<file path="src/rtl/vga_pattern_gen.sv">
// vga_pattern_gen: test-pattern source feeding the VGA output stage.
// Two-stage pixel pipeline (decode, then colour mux with blanking); syncs and
// display-active are delayed to match. Pattern selection is latched on the
// rising edge of Vsync. Define VGA_PATGEN_NOISE_EN to build the LFSR noise
// pattern (mode 7); without it mode 7 is flat mid-grey.
module vga_pattern_gen #(
  parameter int unsigned H_ACTIVE  = 640,
  parameter int unsigned BAR_W     = 80,
  parameter int unsigned CHK_SHIFT = 5,
  parameter int unsigned MBAR_W    = 16
) (
  input  logic        clk,
  input  logic        rst,
  input  logic [11:0] Xpos,
  input  logic [11:0] Ypos,
  input  logic        disp_activ,
  input  logic        Hsync,
  input  logic        Vsync,
  input  logic [3:0]  mode,
  output logic [7:0]  R_o,
  output logic [7:0]  G_o,
  output logic [7:0]  B_o,
  output logic        Hsync_o,
  output logic        Vsync_o,
  output logic        disp_activ_o,
  output logic [7:0]  frame_cnt
);

  localparam int unsigned NUM_BARS = 8;

  // frame tracking
  logic       vs_q;
  logic [3:0] mode_q;
  logic       frame_edge_c;

  // stage-1 decode results
  logic [3:0] s1_mode;
  logic [2:0] s1_bar_idx;
  logic       s1_chk;
  logic       s1_hit;
  logic [7:0] s1_hramp;
  logic [7:0] s1_vramp;
  logic       s1_de;
  logic       s1_hs;
  logic       s1_vs;

  // combinational decode
  logic [2:0]  bar_idx_c;
  logic [11:0] bx_c;
  logic        hit_c;
  logic [23:0] pix_c;

  // row bits below the ramp slice and above the visible range are not needed
  logic unused_ok;
  assign unused_ok = ^{Ypos[11:10], Ypos[1:0], 32'(H_ACTIVE)};

  assign frame_edge_c = Vsync & ~vs_q;

  // Vsync edge detect, mode latch and frame counter
  always_ff @(posedge clk) begin
    if (rst) begin
      vs_q      <= 1'b0;
      mode_q    <= 4'd0;
      frame_cnt <= 8'd0;
    end else begin
      vs_q <= Vsync;
      if (frame_edge_c) begin
        mode_q    <= mode;
        frame_cnt <= frame_cnt + 8'd1;
      end
    end
  end

  // bar index by comparator chain; saturates at the last bar
  always_comb begin
    bar_idx_c = 3'd0;
    for (int i = 1; i < NUM_BARS; i++) begin
      if (32'(Xpos) >= 32'(i) * BAR_W) bar_idx_c = bar_idx_c + 3'd1;
    end
  end

  // moving bar hit test at 12 bits so bx + width never wraps
  always_comb begin
    bx_c  = {3'b000, frame_cnt, 1'b0};
    hit_c = (Xpos >= bx_c) && (Xpos < bx_c + 12'(MBAR_W));
  end

`ifdef VGA_PATGEN_NOISE_EN
  logic [15:0] lfsr;
  logic [15:0] s1_noise;

  // Galois LFSR, advances once per active pixel
  always_ff @(posedge clk) begin
    if (rst) begin
      lfsr <= 16'hACE1;
    end else if (disp_activ) begin
      lfsr <= lfsr[0] ? ((lfsr >> 1) ^ 16'hB400) : (lfsr >> 1);
    end
  end

  // noise sample travels with the stage-1 decode
  always_ff @(posedge clk) begin
    if (rst) s1_noise <= 16'd0;
    else     s1_noise <= lfsr;
  end
`endif

  // stage 1: pattern decode and aligned control
  always_ff @(posedge clk) begin
    if (rst) begin
      s1_mode    <= 4'd0;
      s1_bar_idx <= 3'd0;
      s1_chk     <= 1'b0;
      s1_hit     <= 1'b0;
      s1_hramp   <= 8'd0;
      s1_vramp   <= 8'd0;
      s1_de      <= 1'b0;
      s1_hs      <= 1'b0;
      s1_vs      <= 1'b0;
    end else begin
      s1_mode    <= mode_q;
      s1_bar_idx <= bar_idx_c;
      s1_chk     <= Xpos[CHK_SHIFT] ^ Ypos[CHK_SHIFT];
      s1_hit     <= hit_c;
      s1_hramp   <= Xpos[9:2];
      s1_vramp   <= Ypos[9:2];
      s1_de      <= disp_activ;
      s1_hs      <= Hsync;
      s1_vs      <= Vsync;
    end
  end

  // colour selection from decoded fields
  always_comb begin
    pix_c = 24'h000000;
    case (s1_mode)
      4'd1: pix_c = 24'hFFFFFF;
      4'd2: begin
        case (s1_bar_idx)
          3'd0: pix_c = 24'hFFFFFF;
          3'd1: pix_c = 24'hFFFF00;
          3'd2: pix_c = 24'h00FFFF;
          3'd3: pix_c = 24'h00FF00;
          3'd4: pix_c = 24'hFF00FF;
          3'd5: pix_c = 24'hFF0000;
          3'd6: pix_c = 24'h0000FF;
          3'd7: pix_c = 24'h000000;
        endcase
      end
      4'd3: pix_c = s1_chk ? 24'hFFFFFF : 24'h000000;
      4'd4: pix_c = {s1_hramp, s1_hramp, s1_hramp};
      4'd5: pix_c = {s1_vramp, s1_vramp, s1_vramp};
      4'd6: pix_c = s1_hit ? 24'hFFFFFF : 24'h000080;
`ifdef VGA_PATGEN_NOISE_EN
      4'd7: pix_c = {s1_noise[15:8], s1_noise[7:0], s1_noise[15:8] ^ s1_noise[7:0]};
`else
      4'd7: pix_c = 24'h808080;
`endif
      default: pix_c = 24'h000000;
    endcase
  end

  // stage 2: blanking and output registers
  always_ff @(posedge clk) begin
    if (rst) begin
      R_o          <= 8'd0;
      G_o          <= 8'd0;
      B_o          <= 8'd0;
      Hsync_o      <= 1'b0;
      Vsync_o      <= 1'b0;
      disp_activ_o <= 1'b0;
    end else begin
      R_o          <= s1_de ? pix_c[23:16] : 8'd0;
      G_o          <= s1_de ? pix_c[15:8]  : 8'd0;
      B_o          <= s1_de ? pix_c[7:0]   : 8'd0;
      Hsync_o      <= s1_hs;
      Vsync_o      <= s1_vs;
      disp_activ_o <= s1_de;
    end
  end

endmodule
</file>
<file path="config.mk">
export PLATFORM = sky130hd
export DESIGN_NAME = vga_pattern_gen
export DESIGN_NICKNAME = d
export VERILOG_FILES = /design/src/rtl/vga_pattern_gen.sv
export SDC_FILE = /design/constraint.sdc
export NUM_CORES = 1
export LEC_CHECK = 0
export ABC_CLOCK_PERIOD_IN_PS = 6600
export CORE_UTILIZATION = 50
export CTS_BUF_LIST = sky130_fd_sc_hd__clkbuf_16
export DETAILED_ROUTE_END_ITERATION = 16
export GPL_TIMING_DRIVEN = 0
export PLACE_DENSITY = 0.79
export SLEW_MARGIN = 5
export SYNTH_ARGS = -nofsm -noshare
export SYNTH_HDL_FRONTEND = slang
export SYNTH_SLANG_ARGS = --single-unit
export TNS_END_PERCENT = 1
</file>
<file path="constraint.sdc">
create_clock -name clk -period 6.6 [get_ports clk]
set_input_delay 1.65 -clock clk [delete_from_list [all_inputs] [get_ports clk]]
set_output_delay 1.65 -clock clk [all_outputs]
set_load 0.01 [all_outputs]
</file>
# After elaboration in Yosys (flattened, before gate mapping)
# Memory sizes are Yosys's and may differ from the RTL's. A register that Yosys moved wholly into a read port is not among the register bits.
# Cells that the tools add are included.
# word_totals
ff_bits	64
rom_bits	192
inputBits	33
out_inout_bits	35
elab_cells	58
mem_count	1
# memory_table
name	words	width	read_ports	rd_clocked_by_memory_dff	write_ports	line	rtl
(name not given)	8	24	1	1	0	139	case (s1_bar_idx)
# op_classes
n_addsub	8
magnitude_cmp	9
eq_ne	7
n_mux	11
bitwise	4
n_reduce_logical	2
# op_table
cell	count
$pmux W24 S7	1
$mux W24	2
$ge A12 B9 Y1 const B	3
$ge A12 B8 Y1 const B	2
$mux W3	7
$add A3 B1 Y3 const B	6
$eq A4 B3 Y1 const B	4
$ge A12 B10 Y1 const B	1
$ge A12 B7 Y1 const B	1
$ge A12 B9 Y1	1
$lt A12 B10 Y1	1
$add A9 B5 Y10 const B	1
$add A8 B1 Y8 const B	1
$eq A4 B2 Y1 const B	2
$eq A4 B1 Y1 const B	1
$not A1 Y1	2
$reduce_or A2 Y1	1
$and A1 B1 Y1	1
$logic_and A1 B1 Y1	1
$mux W1	1
$xor A1 B1 Y1	1

# Longest topological paths before layout
# Gate-level depths: netlist of the first run.
# depth
ltp_word	15
depth_mapped	21
ltp_nobuf	20

# Worst setup path before layout of the first run
# Ideal clock, no wire load.
# synth_path
path_kind	in2reg
startpoint	input port Xpos[8]
endpoint	register (tool-made name)
setup_ns	0.115
t_arrival_ns	5.202
t_required_ns	6.485
path_slack_ns	1.283
path_stages	21
path_buffers	1
path_cell_list	buf_2 > nor4_4 > nand2_1 > nor2_1 > inv_1 > ha_1 > and3_1 > or2_2 > ha_1 > a21oi_1 > nor3_1 > xor2_1 > mux2i_2 > ha_1 > nor2b_1 > a21o_1 > ha_1 > nor2b_1 > xnor3_1 > xnor2_1 > nand2_1
# synth_rtl
item	line	rtl
start, declared	14	input logic [11:0] Xpos,

==> summary.txt, run 1 <==
Worst-Margin Slew = 0.665 ns
Syn_area_per_cell = 9.30 um^2
WP data arrival = 6.21 ns
Pre-Repair DR Iteration Count = 4
Final Slew Violations = 0
Die H = 80.7 um
Yosys cell types = 47
IO buf count = 63
Vias in the first global route = 2483
Initial core utilization = 52.0%
Top FF cell, synth = dfxtp_1
Io pins = 68
Hold_ws = 0.449 ns
Worst-Skew Late Latency = 0.33 ns
Syn Std Cell Area = 3100 um^2
Core Region = 5960 um^2
Leading area contributor after synthesis = dfxtp_1
Peak VDD IR = 0.000184 V
Async S/R FF share, synth = 0%
GRT Util Overall = 22.3%
Pleak = 1.57 nW
Htree depth = 3
Die width = 80.7 um
Final nets = 463
CTS clk-pin slew, worst paths = 0.05 ns
Most instantiated cells after synthesis = dfxtp_1 (67), a21oi_1 (37), nor2b_1 (32)
DP Wirelength = 4840 um
Post-synth EDFFs = 0
Max Cap Viol = 0
DR DRC count = 0
Tightest Hold Check Type = reg -> reg
Most used routing layer = met2
Top cells by area, synth = dfxtp_1 (43%), ha_1 (9.3%), nor2b_1 (6.5%)
DRT iter0 DRCs = 113
Full die area = 6510 um^2
Power per cell area = 258 nW/um^2
Power Total = 0.00107 W
WS Path Type = in -> reg
Yosys reg bits = 67
Final worst slack = 0.615 ns
Total grt overflow = 0
Count leader, synth = dfxtp_1
Sum Neg Setup Slack = 0 ns
Count of cells resized by post-cts repair = 0
CTS tree = built
RSZ-0062 raised after global routing = no
Ys Warns = 0
Met1 usage = 25.9%
First-pass GRT wire length = 10900 um
Met3 usage = 7.27%
Tcrit/Tclk final = 90.7%
Placement row count = 28
Layout area overhead = 34.4%
Post-Synthesis Cells = 333
Place WS = 0.290 ns
Initial antenna violation count = 0
TritonCTS Buffers = 9
Crit end category = register
# clock sinks = 67
CTS root buf = clkbuf_16
Routability cong. = 0.803
Clk buf depth = 2
Setup violations, final = 0
# hold bufs at CTS = 0
Pin count of the biggest net entering global routing = 13
Clk_skew = 0.00672 ns
Tmin final = 5.99 ns
# diodes = 0
Post-synthesis net count = 389
Top-area cell type share of the netlist area = 43.3%
Met2 Use GR = 38.0%
Upper clock frequency limit = 167 MHz
CP startpoint kind = input pin
Fraction of layout cells with a size suffix above 1 = 7.04%
Total number of vias = 2506
WL/cell = 13.5 um
Final wirelength = 6580 um
Slew HR = 55.0%
Status = completed
Count of final hold-check violations = 0
Post-CTS setup buffers = 0
Seq/Total Area, Yosys = 43.3%
ANT nets after route = 0
CP Max Fanout = 8
Via-per-instance ratio = 5.15
Crit path required time = 6.82 ns
==> flip-flops by register name, summed over array words and instances, names as in the netlist, 4 cells and up, named ones only <==
| name | flops |
|---|---|
| frame_cnt | 8 |
| s1_hramp | 8 |
| s1_vramp | 8 |
| R_o | 8 |
| mode_q | 4 |
| G_o | 8 |
| B_o | 8 |
| s1_mode | 4 |
==> power breakdown <==
| part | internal, W | switching, W | total [W] |
|---|---|---|---|
| Sequential | 0.000420 | 0.00000642 | 0.000426 |
| Combinational | 0.0000584 | 0.0000542 | 0.000113 |
| Clock | 0.000367 | 0.000168 | 0.000536 |
==> worst max-delay path, stage by stage <==
cell             delay (ns)
clkdlybuf4s50_1        0.60
nor4_4                 0.49
nand2_1                0.09
nor2_1                 0.21
inv_1                  0.10
ha_1                   0.20
and3_1                 0.15
or2_2                  0.28
ha_1                   0.28
a21oi_1                0.04
nor3_1                 0.25
xor2_1                 0.20
mux2i_2                0.11
ha_1                   0.29
nor2b_1                0.14
a21o_1                 0.18
ha_1                   0.19
nor2b_1                0.13
xnor3_1                0.37
xnor2_1                0.21
nand2_1                0.07
==> per-stage QoR <==
step / instance area (um^2) / util [%] / instances
after floorplan: 3100 / - / 333
after global placement: 3820 / 64.2 / 471
after CTS: 4160 / 69.9 / 487
after detailed placement: 3820 / 64.2 / 471
final: 4160 / 69.9 / 487
after global routing: 4160 / 69.9 / 487
==> per-layer routing <==
metal,share of wire (%),vias to the layer above
met2,47,78
li1,-,1289
met1,45,1123
met5,0,-
met3,5.7,16
met4,1.8,0
==> path summary, 6_finish.rpt <==
| check | startpoint | to | slack [ns] | depth (start not counted) |
|---|---|---|---|---|
| max | Xpos[9] | register | 0.61 | 21 |
| min | mode_q[2] | mode_q[2] | 0.45 | 2 |
| max reg2reg | frame_cnt[3] | s1_hit | 4.52 | 7 |
| min reg2reg | mode_q[2] | mode_q[2] | 0.45 | 2 |
==> cell type report <==
type	instances	area (um^2)
clock inverters	7	116
flip-flops and latches	67	1340
plain buffers	18	80.1
well taps	75	93.8
clock buffers	9	225
repair buffers	63	631
multi-input cells	231	1610
fillers	456	1790
inverters	17	63.8
==> cells by family after synthesis <==
kind of cell	count (synthesis)	share of synthesized area (%)
buffers and inverters	35	4.65
adders and majority gates	23	9.29
xor gates and xnor gates	19	6.30
AOI/OAI and AO/OA	76	15.0
and+or+nand+nor	103	18.1
muxes	10	3.39
DFF	67	43.3
==> placed cells by master, fill, tap and decap left out, drive strengths merged, types with 4 or more instances in the layout <==
master	instances
buf	5
nor2b	32
or3	6
clkbuf	22
a21oi	37
nor2	14
a211oi	5
a21o	4
clkdlybuf4s50	63
mux2i	9
dfxtp	67
nand3	4
ha	23
inv	17
o21ai	16
xnor2	14
nand2	29
nor3	4
Power figures use the tool's default switching activity.
==> run 2: changes to the inputs <==
Settings changed: CORE_MARGIN from default to 2.
==> summary.txt, run 2 (same netlist as run 1, synthesis figures left out) <==
Count of final hold-check violations = 0 (unchanged)
Worst r2r dst = s1_hit
CTS root buf = clkbuf_16
DP Wirelength = 4940 um (+2.0%)
Htree depth = 3 (unchanged)
Crit end category = register
Dpl cell area = 3820 um^2 (unchanged)
Core Util, Final = 69.5% (-0.40 points)
# hold bufs at CTS = 0 (unchanged)
Final nets = 463 (unchanged)
DRT iter0 DRCs = 97 (-14%)
Total grt overflow = 0 (unchanged)
Routability cong. = 0.816 (+1.6%)
Vias in the first global route = 2479 (-0.16%)
GRT Util Overall = 21.0% (-1.3 points)
# clock sinks = 67 (unchanged)
WL/cell = 13.7 um (+1.7%)
Design Area, Final = 4140 um^2 (-0.57%)
Sum Neg Setup Slack = 0 ns (unchanged)
Most frequent cells in the layout = dfxtp_1 (67), clkdlybuf4s50_1 (63), a21oi_1 (37)
CP Max Fanout = 8 (unchanged)
Placement row count = 28 (unchanged)
Slew HR = 52.9% (-2.1 points)
Crit path required time = 6.81 ns (about the same)
Reg2Reg Setup Slack = 4.59 ns (+0.07 ns)
Tmin final = 5.98 ns (-0.00820 ns)
Io pins = 68 (unchanged)
First-pass GRT wire length = 10800 um (-1.0%)
CTS tree = built
Final Slew Violations = 0 (unchanged)
Clk_skew = 0.00313 ns (-0.00359 ns)
CP startpoint kind = input pin
Total number of vias = 2508 (+0.080%)
Clk buf depth = 2 (unchanged)
Worst-Skew Late Latency = 0.32 ns (about the same)
Pre-Repair DR Iteration Count = 5 (+1)
Initial core utilization = 52.0% (unchanged)
Layout area overhead = 33.7%
Commonest non-fill, non-tap cell in the layout = dfxtp_1
Crit path from = Xpos[9]
WP data arrival = 6.19 ns (-0.02 ns)
Die width = 82.7 um (+2.5%)
ANT nets after route = 0 (unchanged)
Initial antenna violation count = 0 (unchanged)
Die H = 82.7 um (+2.5%)
Peak VDD IR = 0.000233 V (+27%)
TritonCTS Buffers = 9 (unchanged)
Pleak = 1.56 nW (-1.1%)
Tcrit/Tclk final = 90.6% (-0.12 points)
Final wirelength = 6690 um (+1.7%)
Setup violations, final = 0 (unchanged)
Post-CTS setup buffers = 0 (unchanged)
RSZ-0062 raised after global routing = no
Max Cap Viol = 0 (unchanged)
CTS clk-pin slew, worst paths = 0.05 ns (about the same)
Upper clock frequency limit = 167 MHz (+0.14%)
DR DRC count = 0 (unchanged)
Pin count of the biggest net entering global routing = 13 (unchanged)
Via-per-instance ratio = 5.15 (about the same)
Reg2reg start = frame_cnt[3]
# diodes = 0 (unchanged)
Power per cell area = 250 nW/um^2 (-3.1%)
Tightest Hold Check Type = reg -> reg
Core Region = 5960 um^2 (unchanged)
Count of cells resized by post-cts repair = 0 (unchanged)
IO buf count = 63 (unchanged)
Status = completed
WS Path Type = in -> reg
Full die area = 6840 um^2 (+5.0%)
R2R depth = 7 (unchanged)
Fraction of layout cells with a size suffix above 1 = 7.04% (unchanged)
Worst-Margin Slew = 0.695 ns (+0.0303 ns)
## run 2: where the power goes
| group | internal [W] | switching [W] |
|---|---|---|
| combinational | 0.0000585 | 0.0000553 |
| sequential | 0.000420 | 0.00000651 |
| clock | 0.000328 | 0.000167 |
## run 2: how the worst min path moves through the flow
stage | from | endpoint | slack (ns) | cells after the start
after CTS | s1_hs | Hsync_o | 0.45 | 1
after detailed placement | s1_hs | Hsync_o | 0.43 | 1
final | s1_hs | Hsync_o | 0.44 | 1
after global routing | mode_q[2] | mode_q[2] | 0.47 | 2
after global placement | s1_hs | Hsync_o | 0.42 | 1
after floorplan | s1_hs | Hsync_o | 0.41 | 1
## run 2: per-layer routing
layer  part of all wire, %  up-vias  GRT usage [%]
li1                      -     1290              -
met1                    44     1134           24.0
met2                    49       76           37.7
met3                   5.5        8           6.09
met4                   1.7        0           6.56
met5                     0        -              0
## run 2: critical path: stages
cell and delay [ns]:
clkdlybuf4s50_1 0.60, nor4_4 0.50, nand2_1 0.09, nor2_1 0.19, inv_1 0.09, ha_1 0.19
and3_1 0.14, or2_2 0.28, ha_1 0.28, a21oi_1 0.04, nor3_1 0.26, xor2_1 0.21
mux2i_2 0.12, ha_1 0.29, nor2b_1 0.14, a21o_1 0.17, ha_1 0.18, nor2b_1 0.12
xnor3_1 0.37, xnor2_1 0.19, nand2_1 0.07
## run 2: stage by stage
stage | total power [W] | setup WS [ns] | hold WS [ns] | std cells
final | 0.00104 | 0.623 | 0.442 | 487
after global routing | 0.00107 | 0.302 | 0.466 | 487
after CTS | 0.00105 | 0.618 | 0.449 | 487
after detailed placement | 0.000547 | 0.289 | 0.429 | 471
after global placement | 0.000544 | 0.331 | 0.422 | 471
after floorplan | 0.000504 | 1.28 | 0.414 | 333
## run 2: layout make-up
type	count	area, um^2
repair buffers	63	631
clock inverters	7	92.6
clock buffers	9	225
flip-flops and latches	67	1340
plain buffers	18	80.1
fillers	493	1820
multi-input cells	231	1610
well taps	75	93.8
inverters	17	63.8
==> run 3: changes to the inputs <==
Settings changed: SLEW_MARGIN 5 to 20.
==> results of run 3 <==
No change in the layout: final DEF, timing and power equal those of run 2.
